===== config.mk =====
export PLATFORM = sky130hd
export DESIGN_NAME = fetch_pc_unit_flat
export DESIGN_NICKNAME = d
export VERILOG_FILES = /design/src/rtl/fetch_pc_unit_pkg.sv /design/src/rtl/fetch_pc_unit_if.sv /design/src/rtl/fetch_npc_sel.sv /design/src/rtl/fetch_pc_unit.sv /design/src/flat_wrapper.sv
export SDC_FILE = /design/constraint.sdc
export NUM_CORES = 1
export LEC_CHECK = 0
export ABC_CLOCK_PERIOD_IN_PS = 8300
export BUFFER_PORTS_ARGS = -buffer_cell sky130_fd_sc_hd__buf_2
export CAP_MARGIN = 20
export CORE_MARGIN = 1
export CORE_UTILIZATION = 55
export CTS_BUF_LIST = sky130_fd_sc_hd__clkbuf_8
export CTS_CLUSTER_DIAMETER = 40
export CTS_CLUSTER_SIZE = 20
export DETAILED_ROUTE_END_ITERATION = 16
export PLACE_DENSITY_LB_ADDON = 0.08
export SYNTH_ARGS = -nofsm -noshare
export SYNTH_HDL_FRONTEND = slang
export SYNTH_HIERARCHICAL = 1
export SYNTH_SLANG_ARGS = --single-unit

===== constraint.sdc =====
create_clock -name clk -period 8.3 [get_ports clk]
set_input_delay 0.83 -clock clk [delete_from_list [all_inputs] [get_ports clk]]
set_output_delay 0.83 -clock clk [all_outputs]
set_load 0.01 [all_outputs]

===== src/rtl/fetch_pc_unit_pkg.sv =====
// Shared fetch types: FSM state encoding, default reset vector and the alignment helper.
package fetch_pc_unit_pkg;

  typedef enum logic [1:0] {
    ST_REQ   = 2'd0,
    ST_KILL  = 2'd1,
    ST_MISAL = 2'd2
  } fetch_state_t;

  localparam logic [63:0] DEFAULT_RESET_PC = 64'h8000_0000;

  // True when any bit below the fetch step granularity is set.
  function automatic logic misaligned64(input logic [63:0] addr, input int unsigned step);
    logic [63:0] mask;
    mask = 64'(step - 1);
    return (addr & mask) != '0;
  endfunction

endpackage


===== src/rtl/fetch_pc_unit_if.sv =====
// Fetch unit signal bundle: redirect inputs, instruction-memory request/response, decode-side slot.
interface fetch_pc_unit_if #(
  parameter int XLEN = 64,
  parameter int ILEN = 32
) ();

  logic            stall;
  logic            jump;
  logic [XLEN-1:0] jump_pc;
  logic            trap;
  logic [XLEN-1:0] trap_pc;
  logic            ireq_valid;
  logic [XLEN-1:0] ireq_addr;
  logic            iresp_ok;
  logic [ILEN-1:0] iresp_data;
  logic            if_valid;
  logic [XLEN-1:0] if_pc;
  logic [ILEN-1:0] if_instr;
  logic            if_misalign;

  modport master (
    input  stall, jump, jump_pc, trap, trap_pc, iresp_ok, iresp_data,
    output ireq_valid, ireq_addr, if_valid, if_pc, if_instr, if_misalign
  );

  modport slave (
    output stall, jump, jump_pc, trap, trap_pc, iresp_ok, iresp_data,
    input  ireq_valid, ireq_addr, if_valid, if_pc, if_instr, if_misalign
  );

endinterface


===== src/rtl/fetch_npc_sel.sv =====
// Next-PC selection: redirect priority (trap over jump), target alignment check, sequential increment.
module fetch_npc_sel
  import fetch_pc_unit_pkg::*;
#(
  parameter int XLEN    = 64,
  parameter int PC_STEP = 4
) (
  input  logic            jump,
  input  logic [XLEN-1:0] jump_pc,
  input  logic            trap,
  input  logic [XLEN-1:0] trap_pc,
  input  logic [XLEN-1:0] pc,
  output logic            redirect,
  output logic [XLEN-1:0] target,
  output logic            tgt_misal,
  output logic [XLEN-1:0] pc_seq
);

  localparam logic [XLEN-1:0] STEP = XLEN'(PC_STEP);

  assign redirect  = trap | jump;
  assign target    = trap ? trap_pc : jump_pc;
  assign tgt_misal = redirect && misaligned64(64'(target), PC_STEP);
  assign pc_seq    = pc + STEP;

endmodule


===== src/rtl/fetch_pc_unit.sv =====
// Fetch PC sequencer with one registered instruction slot; response -> slot in 1 cycle, redirect -> new address in 1 cycle.
// Stall holds the slot and suppresses new requests; a fetch issued before a redirect is drained in KILL.
module fetch_pc_unit
  import fetch_pc_unit_pkg::*;
#(
  parameter int              XLEN     = 64,
  parameter int              ILEN     = 32,
  parameter int              PC_STEP  = 4,
  parameter logic [XLEN-1:0] RESET_PC = XLEN'(DEFAULT_RESET_PC)
) (
  input  logic           clk,
  input  logic           reset,
  fetch_pc_unit_if.master bus
);

  fetch_state_t    state;
  logic [XLEN-1:0] pc;
  logic [XLEN-1:0] stale_addr;
  logic            misal_pend;

  logic            slot_vld;
  logic [XLEN-1:0] slot_pc;
  logic [ILEN-1:0] slot_instr;
  logic            slot_misal;

  logic            redirect;
  logic            tgt_misal;
  logic [XLEN-1:0] target;
  logic [XLEN-1:0] pc_seq;
  logic            req_vld;
  logic            accept;

  fetch_npc_sel #(
    .XLEN    (XLEN),
    .PC_STEP (PC_STEP)
  ) u_npc_sel (
    .jump      (bus.jump),
    .jump_pc   (bus.jump_pc),
    .trap      (bus.trap),
    .trap_pc   (bus.trap_pc),
    .pc        (pc),
    .redirect  (redirect),
    .target    (target),
    .tgt_misal (tgt_misal),
    .pc_seq    (pc_seq)
  );

  always_comb begin
    req_vld = 1'b0;
    case (state)
      ST_REQ:  req_vld = !slot_vld || !bus.stall;
      ST_KILL: req_vld = 1'b1;
      default: req_vld = 1'b0;
    endcase
  end

  assign accept          = req_vld && bus.iresp_ok;
  assign bus.ireq_valid  = req_vld && !reset;
  assign bus.ireq_addr   = (state == ST_KILL) ? stale_addr : pc;
  assign bus.if_valid    = slot_vld;
  assign bus.if_pc       = slot_pc;
  assign bus.if_instr    = slot_instr;
  assign bus.if_misalign = slot_misal;

  always_ff @(posedge clk or posedge reset) begin
    if (reset) begin
      state      <= ST_REQ;
      pc         <= RESET_PC;
      stale_addr <= '0;
      misal_pend <= 1'b0;
      slot_vld   <= 1'b0;
      slot_pc    <= '0;
      slot_instr <= '0;
      slot_misal <= 1'b0;
    end else if (redirect) begin
      // A misaligned target becomes a visible fault slot; an aligned one empties the slot.
      slot_vld   <= tgt_misal;
      slot_pc    <= target;
      slot_instr <= '0;
      slot_misal <= tgt_misal;
      if (!tgt_misal) pc <= target;
      case (state)
        ST_REQ: begin
          if (req_vld && !bus.iresp_ok) begin
            state      <= ST_KILL;
            stale_addr <= pc;
            misal_pend <= tgt_misal;
          end else begin
            state <= tgt_misal ? ST_MISAL : ST_REQ;
          end
        end
        ST_KILL: begin
          if (bus.iresp_ok) state <= tgt_misal ? ST_MISAL : ST_REQ;
          else              misal_pend <= tgt_misal;
        end
        default: state <= tgt_misal ? ST_MISAL : ST_REQ;
      endcase
    end else begin
      case (state)
        ST_REQ: begin
          if (accept) begin
            slot_vld   <= 1'b1;
            slot_pc    <= pc;
            slot_instr <= bus.iresp_data;
            slot_misal <= 1'b0;
            pc         <= pc_seq;
          end else if (slot_vld && !bus.stall) begin
            slot_vld <= 1'b0;
          end
        end
        ST_KILL: begin
          if (bus.iresp_ok) state <= misal_pend ? ST_MISAL : ST_REQ;
        end
        default: ;
      endcase
    end
  end

endmodule


===== src/flat_wrapper.sv =====
// flat-port wrapper written by rule: the top's interface ports become plain ports
module fetch_pc_unit_flat import fetch_pc_unit_pkg::*;
#(
  parameter int              XLEN     = 64,
  parameter int              ILEN     = 32,
  parameter int              PC_STEP  = 4,
  parameter logic [XLEN-1:0] RESET_PC = XLEN'(DEFAULT_RESET_PC)
)
  (clk, reset, bus_stall, bus_jump, bus_jump_pc, bus_trap, bus_trap_pc, bus_iresp_ok, bus_iresp_data, bus_ireq_valid, bus_ireq_addr, bus_if_valid, bus_if_pc, bus_if_instr, bus_if_misalign);
  fetch_pc_unit_if #(.XLEN(XLEN), .ILEN(ILEN)) bus_i ();
  input  logic clk;
  input  logic reset;
  input wire logic [$bits(bus_i.stall)-1:0] bus_stall;
  input wire logic [$bits(bus_i.jump)-1:0] bus_jump;
  input wire logic [$bits(bus_i.jump_pc)-1:0] bus_jump_pc;
  input wire logic [$bits(bus_i.trap)-1:0] bus_trap;
  input wire logic [$bits(bus_i.trap_pc)-1:0] bus_trap_pc;
  input wire logic [$bits(bus_i.iresp_ok)-1:0] bus_iresp_ok;
  input wire logic [$bits(bus_i.iresp_data)-1:0] bus_iresp_data;
  output wire logic [$bits(bus_i.ireq_valid)-1:0] bus_ireq_valid;
  output wire logic [$bits(bus_i.ireq_addr)-1:0] bus_ireq_addr;
  output wire logic [$bits(bus_i.if_valid)-1:0] bus_if_valid;
  output wire logic [$bits(bus_i.if_pc)-1:0] bus_if_pc;
  output wire logic [$bits(bus_i.if_instr)-1:0] bus_if_instr;
  output wire logic [$bits(bus_i.if_misalign)-1:0] bus_if_misalign;
  assign bus_i.stall = bus_stall;
  assign bus_i.jump = bus_jump;
  assign bus_i.jump_pc = bus_jump_pc;
  assign bus_i.trap = bus_trap;
  assign bus_i.trap_pc = bus_trap_pc;
  assign bus_i.iresp_ok = bus_iresp_ok;
  assign bus_i.iresp_data = bus_iresp_data;
  assign bus_ireq_valid = bus_i.ireq_valid;
  assign bus_ireq_addr = bus_i.ireq_addr;
  assign bus_if_valid = bus_i.if_valid;
  assign bus_if_pc = bus_i.if_pc;
  assign bus_if_instr = bus_i.if_instr;
  assign bus_if_misalign = bus_i.if_misalign;
  fetch_pc_unit #(.XLEN(XLEN), .ILEN(ILEN), .PC_STEP(PC_STEP), .RESET_PC(RESET_PC)) u_core (.clk(clk), .reset(reset), .bus(bus_i));
endmodule

==> results.txt <==
first-pass GRT wire length -> 54100 µm
remaining antenna violation count after routing -> 0
chip height -> 158 µm
vias in the first global route -> 10553
# DRC -> 0
Power Internal -> 2.57 mW
Worst Path Max Fanout -> 82
core box area -> 23700 µm²
grt ovf -> 0
Reg2Reg Setup Slack -> 5370 ps
Area Overhead vs Synth -> 19.2%
CTS tree -> yes
GPL Wtd Cong -> 0.775
sequential share of power -> 40.8%
clock period minus worst slack -> 3950 ps
peak supply drop -> 0.151 mV
Yosys warning total -> 6
fill count -> 2004
Rel. slew slack -> 25.4%
share of cells above drive strength 1 -> 40.1%
Crit path top cell by count -> buf_4
sequential share of the synthesized area -> 42.9%
Worst-Margin Slew -> 1120 ps
Post-CTS Setup Repair Bufs -> 0
NumNets Final -> 1813
Final HPWL DP -> 21500 µm
Slowest-stage cell, CP -> or2_4
max-cap viol count -> 0
# rows -> 56
initial antenna violation count -> 0
clock slew at reported path FFs -> 80 ps
Top FF cell, synth -> dfrtp_1
drt via density -> 5.60
I/O pin count -> 329
Total Wirelength -> 34400 µm
RSZ-0062 raised after global routing -> no
leading area contributor after synthesis -> dfrtp_1
Hold Crit Class -> input port to async pin
CTS resizes -> 0
Comb pwr share -> 30.0%
Initial DRT Pass Iterations -> 6
Clock power frac -> 29.2%
setup tns final -> 0 ps
Avg Inst Size Synth -> 9.75 µm²
Setup WS pre-CTS -> 3760 ps
Num CTS Buffers -> 36
P_leak -> 7.18 nW
worst path required time -> 8690 ps
Setup Viol. Count Final -> 0
clock sink total -> 229
port bufs -> 328
pin count of the biggest net entering global routing -> 218
GRT Total Usage -> 27.4%
Die ar. -> 24900 µm²
diodes inserted -> 0
syn_nets -> 1539
CP Launch Type -> input port
Die Wd -> 158 µm
Final Power -> 3.94 mW
CTS root buf -> clkbuf_8
Clk Latency, worst-skew pair -> 560 ps
hold buffer count at CTS -> 0
Clock Tree Buf Depth -> 3
final worst slack -> 4350 ps
most common cell after layout, fill and taps aside -> buf_2
Netlist cell types -> 46
clk_skew -> 37.8 ps
Syn Inst Count -> 1372
ys async rst share -> 100%
post-synth top area share -> 42.7%
Final Hold Fails -> 0
routed length per instance -> 17.3 µm
number of synthesized flops with an enable pin -> 0
Initial DRC Count -> 627
Hold Slack -> 434 ps
Crit Path Category -> input port to flip-flop
commonest cells after routing, fill and taps aside -> 328 x buf_2, 228 x dfrtp_1, 193 x mux2_2, 165 x a21oi_1, 162 x nand2_1
top post-synthesis cells by area -> dfrtp_1 43%, mux2_2 16%, a221oi_2 6.5%
fin crit share -> 47.6%
Worst EP arrival -> 4340 ps
fmax -> 253 MHz
H-tree depth -> 2
Cell Area, Synth -> 13400 µm²
critical path's largest stage delay -> 910 ps
PwrDens -> 247 nW/µm²
Initial Util -> 56.5%
crit end category -> flip-flop
status -> finished clean
Vias -> 11160
CP cell instances -> buf_2 -> buf_4 -> or2_4 -> o21a_2 -> nand2_1 -> o21ai_4 -> buf_4 -> a221oi_1
NetSw -> 1.36 mW
max-slew violation count -> 0
Sw Ratio -> 34.6%
Yosys reg bits -> 229
## worst paths after layout
kind	depth (start not counted)	endpoint	from
min in group clk	3	u_core/bus.if_instr[28]	bus_iresp_data[28]
hold reg to reg	1	u_core/stale_addr[24]	u_core/stale_addr[24]
setup reg to reg	7	u_core/pc[61]	u_core/pc[11]
hold / removal	2	u_core/stale_addr[60]	reset
setup / recovery	8	u_core/pc[50]	bus_trap
max in group asynchronous	3	u_core/stale_addr[24]	reset
## synth_stat cells (2+ instances only)
| master | count |
|---|---|
| buf_6 | 7 |
| a21oi_1 | 165 |
| inv_1 | 71 |
| dfrtp_1 | 228 |
| nor2b_1 | 64 |
| mux2i_1 | 2 |
| buf_4 | 12 |
| buf_1 | 3 |
| and3_1 | 9 |
| mux2_2 | 193 |
| nand4_1 | 20 |
| nor2_1 | 87 |
| and2_1 | 2 |
| clkbuf_1 | 59 |
| nand2_1 | 163 |
| nand3_1 | 18 |
| nor3_1 | 76 |
| nor4_4 | 2 |
| a221oi_2 | 58 |
| buf_2 | 21 |
| and4_1 | 5 |
| o21ai_0 | 2 |
| or2_2 | 2 |
| xor2_1 | 40 |
| xnor2_1 | 20 |
| a221oi_1 | 4 |
| nor4_1 | 17 |
| or4_4 | 2 |
| nand2b_1 | 3 |
## metal layers
metal  track usage, %  up-vias  wire, µm
li1                 -     5355         -
met1             36.2     5444     15100
met2             46.9      322     17000
met3             3.89       39      1710
met4             7.67        0       504
met5                0        -         0
## metrics by stage
step	cell area [µm²]	cells	utilization (%)
floorplan	13400	1372	-
global placement	15000	1925	63.4
detailed placement	15000	1925	63.4
CTS	15900	1990	67.0
global route	15900	1992	67.3
finish	15900	1992	67.3
## power by group through the flow
stage	registers, mW	clock network (mW)	logic, mW
global placement	1.61	0	1.15
finish	1.61	1.15	1.18
detailed placement	1.62	0	1.18
floorplan	1.58	0	0.841
global route	1.65	1.22	1.30
CTS	1.60	1.17	1.18
## cell families (layout without fill, tap and decap cells)
logic type               after synthesis  in the layout  share of synthesized area, %
AND/OR/NAND/NOR                      475            475                          17.2
AO/OA/AOI/OAI                        239            239                          13.8
flip-flops                           229            229                          42.9
multiplexers                         195            195                          16.4
buffers and inverters                173            474                          5.78
XOR/XNOR                              60             60                          3.93
adder cells (fa/ha/maj)                1              1                        0.0936
## layout make-up
cell class / instances / area, µm² / share of cell area [%]
multi-input cells: 970 / 6890 / 43.3
flip-flops and latches: 229 / 5730 / 36.0
repair buffers: 338 / 1770 / 11.1
clock buffers: 42 / 578 / 3.63
well taps: 319 / 399 / 2.51
clock inverters: 23 / 288 / 1.81
inverters: 71 / 274 / 1.72
## sequential cells by signal, summed over array words and instances, names as in the netlist
register / count
u_core/bus.if_pc: 64
u_core/pc: 64
u_core/stale_addr: 64
u_core/bus.if_instr: 32
u_core/state: 2
u_core/bus.if_misalign: 1
u_core/bus.if_valid: 1
u_core/misal_pend: 1
## worst max-delay path: cells and delay by family
family	cells	cell delay, ps
compound gates	3	950
simple gates	2	1030
buf+inv	3	1460
Note: power is estimated with default switching activity, not from simulation.
